$ cat src/rtl/elevator_scan_ctrl_pkg.sv
// Shared types for the SCAN elevator controller: state codes, travel direction,
// and the registered output bundle with its Moore decode.
package elevator_scan_ctrl_pkg;

    typedef enum logic [2:0] {
        ST_IDLE      = 3'd0,
        ST_DOOR_OPEN = 3'd1,
        ST_MOVE_UP   = 3'd2,
        ST_MOVE_DOWN = 3'd3,
        ST_FAULT     = 3'd4
    } state_t;

    typedef enum logic {
        DIR_UP   = 1'b0,
        DIR_DOWN = 1'b1
    } dir_t;

    typedef struct packed {
        logic door_open;
        logic moving;
        logic up;
        logic down;
        logic error;
    } ctrl_out_t;

    // Moore output pattern for a given state; unknown codes give all zeros
    function automatic ctrl_out_t state_outputs(state_t s);
        ctrl_out_t o;
        o = '0;
        case (s)
            ST_DOOR_OPEN: o.door_open = 1'b1;
            ST_MOVE_UP:   begin o.moving = 1'b1; o.up   = 1'b1; end
            ST_MOVE_DOWN: begin o.moving = 1'b1; o.down = 1'b1; end
            ST_FAULT:     o.error = 1'b1;
            default:      o = '0;
        endcase
        return o;
    endfunction

endpackage

$ cat src/rtl/elevator_scan_ctrl_req_scan.sv
// Latched call register plus here/above/below reductions against a probe floor.
module elevator_scan_ctrl_req_scan
    import elevator_scan_ctrl_pkg::*;
#(
    parameter int unsigned NUM_FLOORS = 8,
    parameter int unsigned FLOOR_W    = 3
) (
    input  logic                  clk,
    input  logic                  rst_n,
    input  logic [NUM_FLOORS-1:0] call_req,
    input  logic                  clr_en,
    input  logic [FLOOR_W-1:0]    cur_floor,
    input  logic [FLOOR_W-1:0]    ref_floor,
    output logic [NUM_FLOORS-1:0] pending,
    output logic                  any_here_c,
    output logic                  any_above_c,
    output logic                  any_below_c
);

    logic [NUM_FLOORS-1:0] clr_mask;

    // Service clear for the floor the door is open at; it beats a same-cycle call
    always_comb begin
        clr_mask = '0;
        for (int unsigned i = 0; i < NUM_FLOORS; i++) begin
            if (clr_en && (FLOOR_W'(i) == cur_floor)) begin
                clr_mask[i] = 1'b1;
            end
        end
    end

    // Reduce pending calls relative to the probe floor
    always_comb begin
        any_here_c  = 1'b0;
        any_above_c = 1'b0;
        any_below_c = 1'b0;
        for (int unsigned i = 0; i < NUM_FLOORS; i++) begin
            if (pending[i]) begin
                if (FLOOR_W'(i) == ref_floor) any_here_c  = 1'b1;
                if (FLOOR_W'(i) >  ref_floor) any_above_c = 1'b1;
                if (FLOOR_W'(i) <  ref_floor) any_below_c = 1'b1;
            end
        end
    end

    // Call latch: set by call_req, cleared when served
    always_ff @(posedge clk or negedge rst_n) begin
        if (!rst_n) begin
            pending <= '0;
        end else begin
            pending <= (pending | call_req) & ~clr_mask;
        end
    end

endmodule

$ cat src/rtl/elevator_scan_ctrl.sv
// SCAN elevator controller: call scheduling, floor travel and door dwell timing,
// emergency stop handling. Outputs are registered decodes of the next state.
module elevator_scan_ctrl
    import elevator_scan_ctrl_pkg::*;
#(
    parameter int unsigned NUM_FLOORS    = 8,
    parameter int unsigned FLOOR_W       = 3,
    parameter int unsigned TRAVEL_CYCLES = 4,
    parameter int unsigned DOOR_CYCLES   = 6
) (
    input  logic                  clk,
    input  logic                  rst_n,
    input  logic [NUM_FLOORS-1:0] call_req,
    input  logic                  door_hold,
    input  logic                  close_req,
    input  logic                  estop,
    output logic [FLOOR_W-1:0]    cur_floor,
    output logic [NUM_FLOORS-1:0] pending,
    output logic                  door_open,
    output logic                  moving,
    output logic                  up,
    output logic                  down,
    output logic                  error
);

    localparam int unsigned TRAV_W  = $clog2(TRAVEL_CYCLES + 1);
    localparam int unsigned DWELL_W = $clog2(DOOR_CYCLES + 1);
    localparam logic [TRAV_W-1:0]  TRAV_LOAD = TRAV_W'(TRAVEL_CYCLES - 1);
    localparam logic [DWELL_W-1:0] DOOR_LOAD = DWELL_W'(DOOR_CYCLES - 1);
    localparam logic [FLOOR_W-1:0] TOP_FLOOR = FLOOR_W'(NUM_FLOORS - 1);

    state_t               state, state_nxt;
    dir_t                 last_dir, dir_nxt;
    logic [TRAV_W-1:0]    trav, trav_nxt;
    logic [DWELL_W-1:0]   dwell, dwell_nxt;
    logic [FLOOR_W-1:0]   floor_q, floor_nxt, ref_floor;
    ctrl_out_t            outs_q, outs_nxt;
    logic                 any_here, any_above, any_below;

    elevator_scan_ctrl_req_scan #(
        .NUM_FLOORS (NUM_FLOORS),
        .FLOOR_W    (FLOOR_W)
    ) u_req_scan (
        .clk         (clk),
        .rst_n       (rst_n),
        .call_req    (call_req),
        .clr_en      (state == ST_DOOR_OPEN),
        .cur_floor   (floor_q),
        .ref_floor   (ref_floor),
        .pending     (pending),
        .any_here_c  (any_here),
        .any_above_c (any_above),
        .any_below_c (any_below)
    );

    // Probe the floor being arrived at so arrival decisions see its calls
    always_comb begin
        ref_floor = floor_q;
        if (trav == '0) begin
            if (state == ST_MOVE_UP && floor_q != TOP_FLOOR) begin
                ref_floor = floor_q + FLOOR_W'(1);
            end else if (state == ST_MOVE_DOWN && floor_q != '0) begin
                ref_floor = floor_q - FLOOR_W'(1);
            end
        end
    end

    // State register with travel/dwell counters, floor, direction and outputs
    always_ff @(posedge clk or negedge rst_n) begin
        if (!rst_n) begin
            state    <= ST_IDLE;
            last_dir <= DIR_UP;
            trav     <= '0;
            dwell    <= '0;
            floor_q  <= '0;
            outs_q   <= '0;
        end else begin
            state    <= state_nxt;
            last_dir <= dir_nxt;
            trav     <= trav_nxt;
            dwell    <= dwell_nxt;
            floor_q  <= floor_nxt;
            outs_q   <= outs_nxt;
        end
    end

    // Next-state: estop overrides, then SCAN scheduling and timer handling
    always_comb begin
        state_nxt = state;
        dir_nxt   = last_dir;
        trav_nxt  = trav;
        dwell_nxt = dwell;
        floor_nxt = floor_q;
        if (estop) begin
            state_nxt = ST_FAULT;
            trav_nxt  = '0;
            dwell_nxt = '0;
        end else begin
            case (state)
                ST_IDLE: begin
                    if (any_here) begin
                        state_nxt = ST_DOOR_OPEN;
                        dwell_nxt = DOOR_LOAD;
                    end else if (any_above && any_below) begin
                        state_nxt = (last_dir == DIR_UP) ? ST_MOVE_UP : ST_MOVE_DOWN;
                        trav_nxt  = TRAV_LOAD;
                    end else if (any_above) begin
                        state_nxt = ST_MOVE_UP;
                        trav_nxt  = TRAV_LOAD;
                    end else if (any_below) begin
                        state_nxt = ST_MOVE_DOWN;
                        trav_nxt  = TRAV_LOAD;
                    end
                end
                ST_DOOR_OPEN: begin
                    if (door_hold) begin
                        dwell_nxt = DOOR_LOAD;
                    end else if (close_req || dwell == '0) begin
                        state_nxt = ST_IDLE;
                    end else begin
                        dwell_nxt = dwell - DWELL_W'(1);
                    end
                end
                ST_MOVE_UP: begin
                    if (floor_q == TOP_FLOOR) begin
                        state_nxt = ST_IDLE;
                    end else if (trav == '0) begin
                        floor_nxt = ref_floor;
                        dir_nxt   = DIR_UP;
                        if (any_here) begin
                            state_nxt = ST_DOOR_OPEN;
                            dwell_nxt = DOOR_LOAD;
                        end else if (any_above) begin
                            trav_nxt  = TRAV_LOAD;
                        end else begin
                            state_nxt = ST_IDLE;
                        end
                    end else begin
                        trav_nxt = trav - TRAV_W'(1);
                    end
                end
                ST_MOVE_DOWN: begin
                    if (floor_q == '0) begin
                        state_nxt = ST_IDLE;
                    end else if (trav == '0) begin
                        floor_nxt = ref_floor;
                        dir_nxt   = DIR_DOWN;
                        if (any_here) begin
                            state_nxt = ST_DOOR_OPEN;
                            dwell_nxt = DOOR_LOAD;
                        end else if (any_below) begin
                            trav_nxt  = TRAV_LOAD;
                        end else begin
                            state_nxt = ST_IDLE;
                        end
                    end else begin
                        trav_nxt = trav - TRAV_W'(1);
                    end
                end
                ST_FAULT: begin
                    state_nxt = ST_IDLE;
                end
                default: begin
                    state_nxt = ST_FAULT;
                    trav_nxt  = '0;
                    dwell_nxt = '0;
                end
            endcase
        end
    end

    // Output decode of the next state, captured at the same edge
    always_comb begin
        outs_nxt = state_outputs(state_nxt);
    end

    assign cur_floor = floor_q;
    assign door_open = outs_q.door_open;
    assign moving    = outs_q.moving;
    assign up        = outs_q.up;
    assign down      = outs_q.down;
    assign error     = outs_q.error;

endmodule
$ cat config.mk
export PLATFORM = sky130hd
export DESIGN_NAME = elevator_scan_ctrl
export DESIGN_NICKNAME = d
export VERILOG_FILES = /design/src/rtl/elevator_scan_ctrl_pkg.sv /design/src/rtl/elevator_scan_ctrl_req_scan.sv /design/src/rtl/elevator_scan_ctrl.sv
export SDC_FILE = /design/constraint.sdc
export NUM_CORES = 1
export LEC_CHECK = 0
export BUFFER_PORTS_ARGS = -buffer_cell sky130_fd_sc_hd__buf_2
export CAP_MARGIN = 20
export CORE_ASPECT_RATIO = 0.7
export CORE_MARGIN = 2
export CORE_UTILIZATION = 57
export DETAILED_ROUTE_END_ITERATION = 8
export GPL_ROUTABILITY_DRIVEN = 0
export GPL_TIMING_DRIVEN = 0
export PLACE_DENSITY_LB_ADDON = 0.2
export SYNTH_ARGS = -nofsm -noshare
export SYNTH_HDL_FRONTEND = slang
export SYNTH_SLANG_ARGS = --single-unit
$ cat constraint.sdc
create_clock -name clk -period 4.2 [get_ports clk]
set_input_delay 0 -clock clk [delete_from_list [all_inputs] [get_ports clk]]
set_output_delay 0 -clock clk [all_outputs]
set_load 0.01 [all_outputs]
==> impl_metrics.json <==
{
  "ant_nets": 0,
  "drive_gt1_share_pct": 20.2,
  "cts_setup_buffers": 0,
  "synthesis.nets": 250,
  "grt_use_total_pct": 26.6,
  "clock_skew_ns": 0.00845,
  "slew_viol_final": 0,
  "antennaDiodeCount": 0,
  "portBuffers": 28,
  "worst_slew_pin_slew_ns": 0.749,
  "antenna_found_initial": 0,
  "path_class": "flip-flop to flip-flop",
  "cts_buffer_depth": 2,
  "drt-initial-drc-count": 244,
  "crit_arrival_ns": 3.99,
  "root_buffer": "clkbuf_8",
  "hold_ws_ns": 0.0588,
  "p_leak_nw": 1.04,
  "die_h_um": 53.1,
  "max_freq_ghz": 0.259,
  "cts_hold_buffers": 9,
  "p_per_area_nw_per_um2": 625,
  "cts.sinks": 26,
  "multi_input_area_um2": 1180,
  "syn_inst": 225,
  "overflow": 0,
  "rows": 17,
  "synth-seq-cells": 26,
  "grt_pass1_wl_um": 7780,
  "n_fill_cell": 262,
  "synth_seq_area_share_pct": 33.1,
  "ioPinCount": 29,
  "synth_cell_types": 60,
  "setup_violations": 0,
  "cp-end-kind": "flip-flop",
  "fin_nets": 293,
  "design.core.area_um2": 3210,
  "viasPerCell": 5.93,
  "layout_commonest_cell": "buf_2",
  "final.setup.tns_ns": 0,
  "maxCapViolCount": 0,
  "drcViolationCount": 0,
  "path_max_fanout": 8,
  "synth-async-reset-ratio_pct": 100,
  "maxSlewHeadroom_pct": 49.9,
  "post-dp-hpwl_um": 3700,
  "critPathTopFamily": "compound AO/OA/AOI/OAI gates",
  "regArea_um2": 651,
  "period_minus_slack_ns": 3.87,
  "path_clk_slew_ns": 0.08,
  "final_cell_mix": "28 x buf_2, 26 x dfrtp_1, 23 x nor2_1",
  "path_cells": "ha_1, ha_1, nor4b_2, nor2_1, a211oi_1, nor2_1, a311o_2, or2_1, o21bai_1, a222oi_1, nor4_1",
  "synth_warnings": 0,
  "path_buf_inv": 0,
  "start_util_pct": 61.2,
  "synth_area_per_cell_um2": 8.74,
  "crit_slowest_cell": "a211oi_1",
  "grt_pass1_vias": 1583,
  "routedWlPerCell_um": 15.3,
  "finalCritPeriodShare_pct": 92.0,
  "status": "finished, final reports clean",
  "synth_edf_count": 0,
  "drt-pass1-iter-count": 5,
  "dieArea_um2": 3940,
  "start_kind": "flip-flop",
  "min_path_type": "input pin to flip-flop",
  "clk-insertion-delay-late_ns": 0.27,
  "ctsResizeCount": 0,
  "rsz0062_at_grt": "no",
  "tritoncts": "done",
  "peakVddDrop_mv": 0.358,
  "final_hold_viol_count": 0,
  "syn_to_final_growth_pct": 17.7,
  "critical_path.max_stage_delay_ns": 0.51,
  "die_w_um": 74.2,
  "grt_max_degree": 27,
  "h-tree-depth": 1,
  "required_ns": 4.32,
  "vias": 1863,
  "netlist_area_um2": 1970,
  "ys.flop_type": "dfrtp_1",
  "totalWireLength_um": 4800,
  "cts_buffers": 3
}
-- cell families (layout without fill, tap and decap cells) --
logic type	count (synthesis)	count (layout)	synth area share (%)
flip-flops	26	26	33.1
AND/OR/NAND/NOR	79	79	22.6
multiplexers	5	5	2.61
buffers and inverters	27	69	6.87
XOR/XNOR	1	1	0.445
adder cells (fa/ha/maj)	12	12	7.63
AO/OA/AOI/OAI	75	75	26.7
-- sequential cells by signal, summed over array words and instances, names as in the netlist --
register	count
state	3
door_open	1
moving	1
down	1
trav	3
last_dir	1
u_req_scan.pending	8
up	1
error	1
dwell	3
cur_floor	3
-- power breakdown --
part           internal [mW]  switching, mW  total [mW]  leakage [nW]
Combinational          0.387          0.542       0.929         0.709
Clock                 0.0837         0.0740       0.158        0.0288
Sequential             0.307         0.0540       0.361         0.305
Total                  0.778          0.670        1.45          1.04
-- cells in the mapped netlist, types with 5 or more instances --
library cell	number	share of area [%]
a21oi_1	12	3.1
a31oi_1	6	1.9
dfrtp_1	26	33
ha_1	12	7.6
inv_1	20	3.8
nand2_1	16	3.1
nor2_1	23	4.4
nor3_1	8	2.0
o211ai_1	5	1.9
o21a_1	6	2.3
o21ai_0	10	2.5
o31ai_1	5	1.9
-- worst reg2reg max path: cells and delay by family, from the launching register on --
| family | cells | cell delay [ns] |
|---|---|---|
| AO/OA/AOI/OAI | 4 | 1.62 |
| AND/OR/NAND/NOR | 5 | 1.07 |
| adder cells (fa/ha/maj) | 2 | 0.55 |
| flip-flops | 1 | 0.48 |
-- stage by stage --
step | power, mW | instances | utilization, % | cell area [um^2] | setup slack [ns]
after floorplan | 1.04 | 225 | - | 1970 | 0.797
after global placement | 1.25 | 300 | 67.4 | 2170 | 0.420
after detailed placement | 1.26 | 300 | 67.4 | 2170 | 0.390
after CTS | 1.43 | 313 | 72.0 | 2310 | 0.354
after global routing | 1.56 | 314 | 72.1 | 2320 | 0.0472
final | 1.45 | 314 | 72.1 | 2320 | 0.334
-- layer usage --
metal	vias up	track usage, %	wire (um)
met5	-	0	0
met4	0	4.46	14
met3	2	5.33	516
met2	84	37.1	1990
met1	865	42.4	2280
li1	912	-	-
-- path summary, 6_finish.rpt --
kind / startpoint / to / slack (ns) / cells after the start
setup / recovery: cur_floor[0] / door_open / 0.33 / 11
hold / removal: door_hold / dwell[1] / 0.06 / 4
setup reg to reg: cur_floor[0] / door_open / 0.33 / 11
hold reg to reg: dwell[1] / dwell[1] / 0.53 / 2
max in group asynchronous: rst_n / cur_floor[2] / 3.57 / 2
min in group asynchronous: rst_n / dwell[2] / 0.25 / 2
-- area by class of cell --
cell class / instances / share of cell area (%)
plain buffers: 7 / 2.59
well taps: 47 / 2.54
clock buffers: 4 / 2.38
flip-flops and latches: 26 / 28.1
inverters: 20 / 3.24
repair buffers: 38 / 10.2
multi-input cells: 172 / 51.0
(Power assumes the default switching activity.)
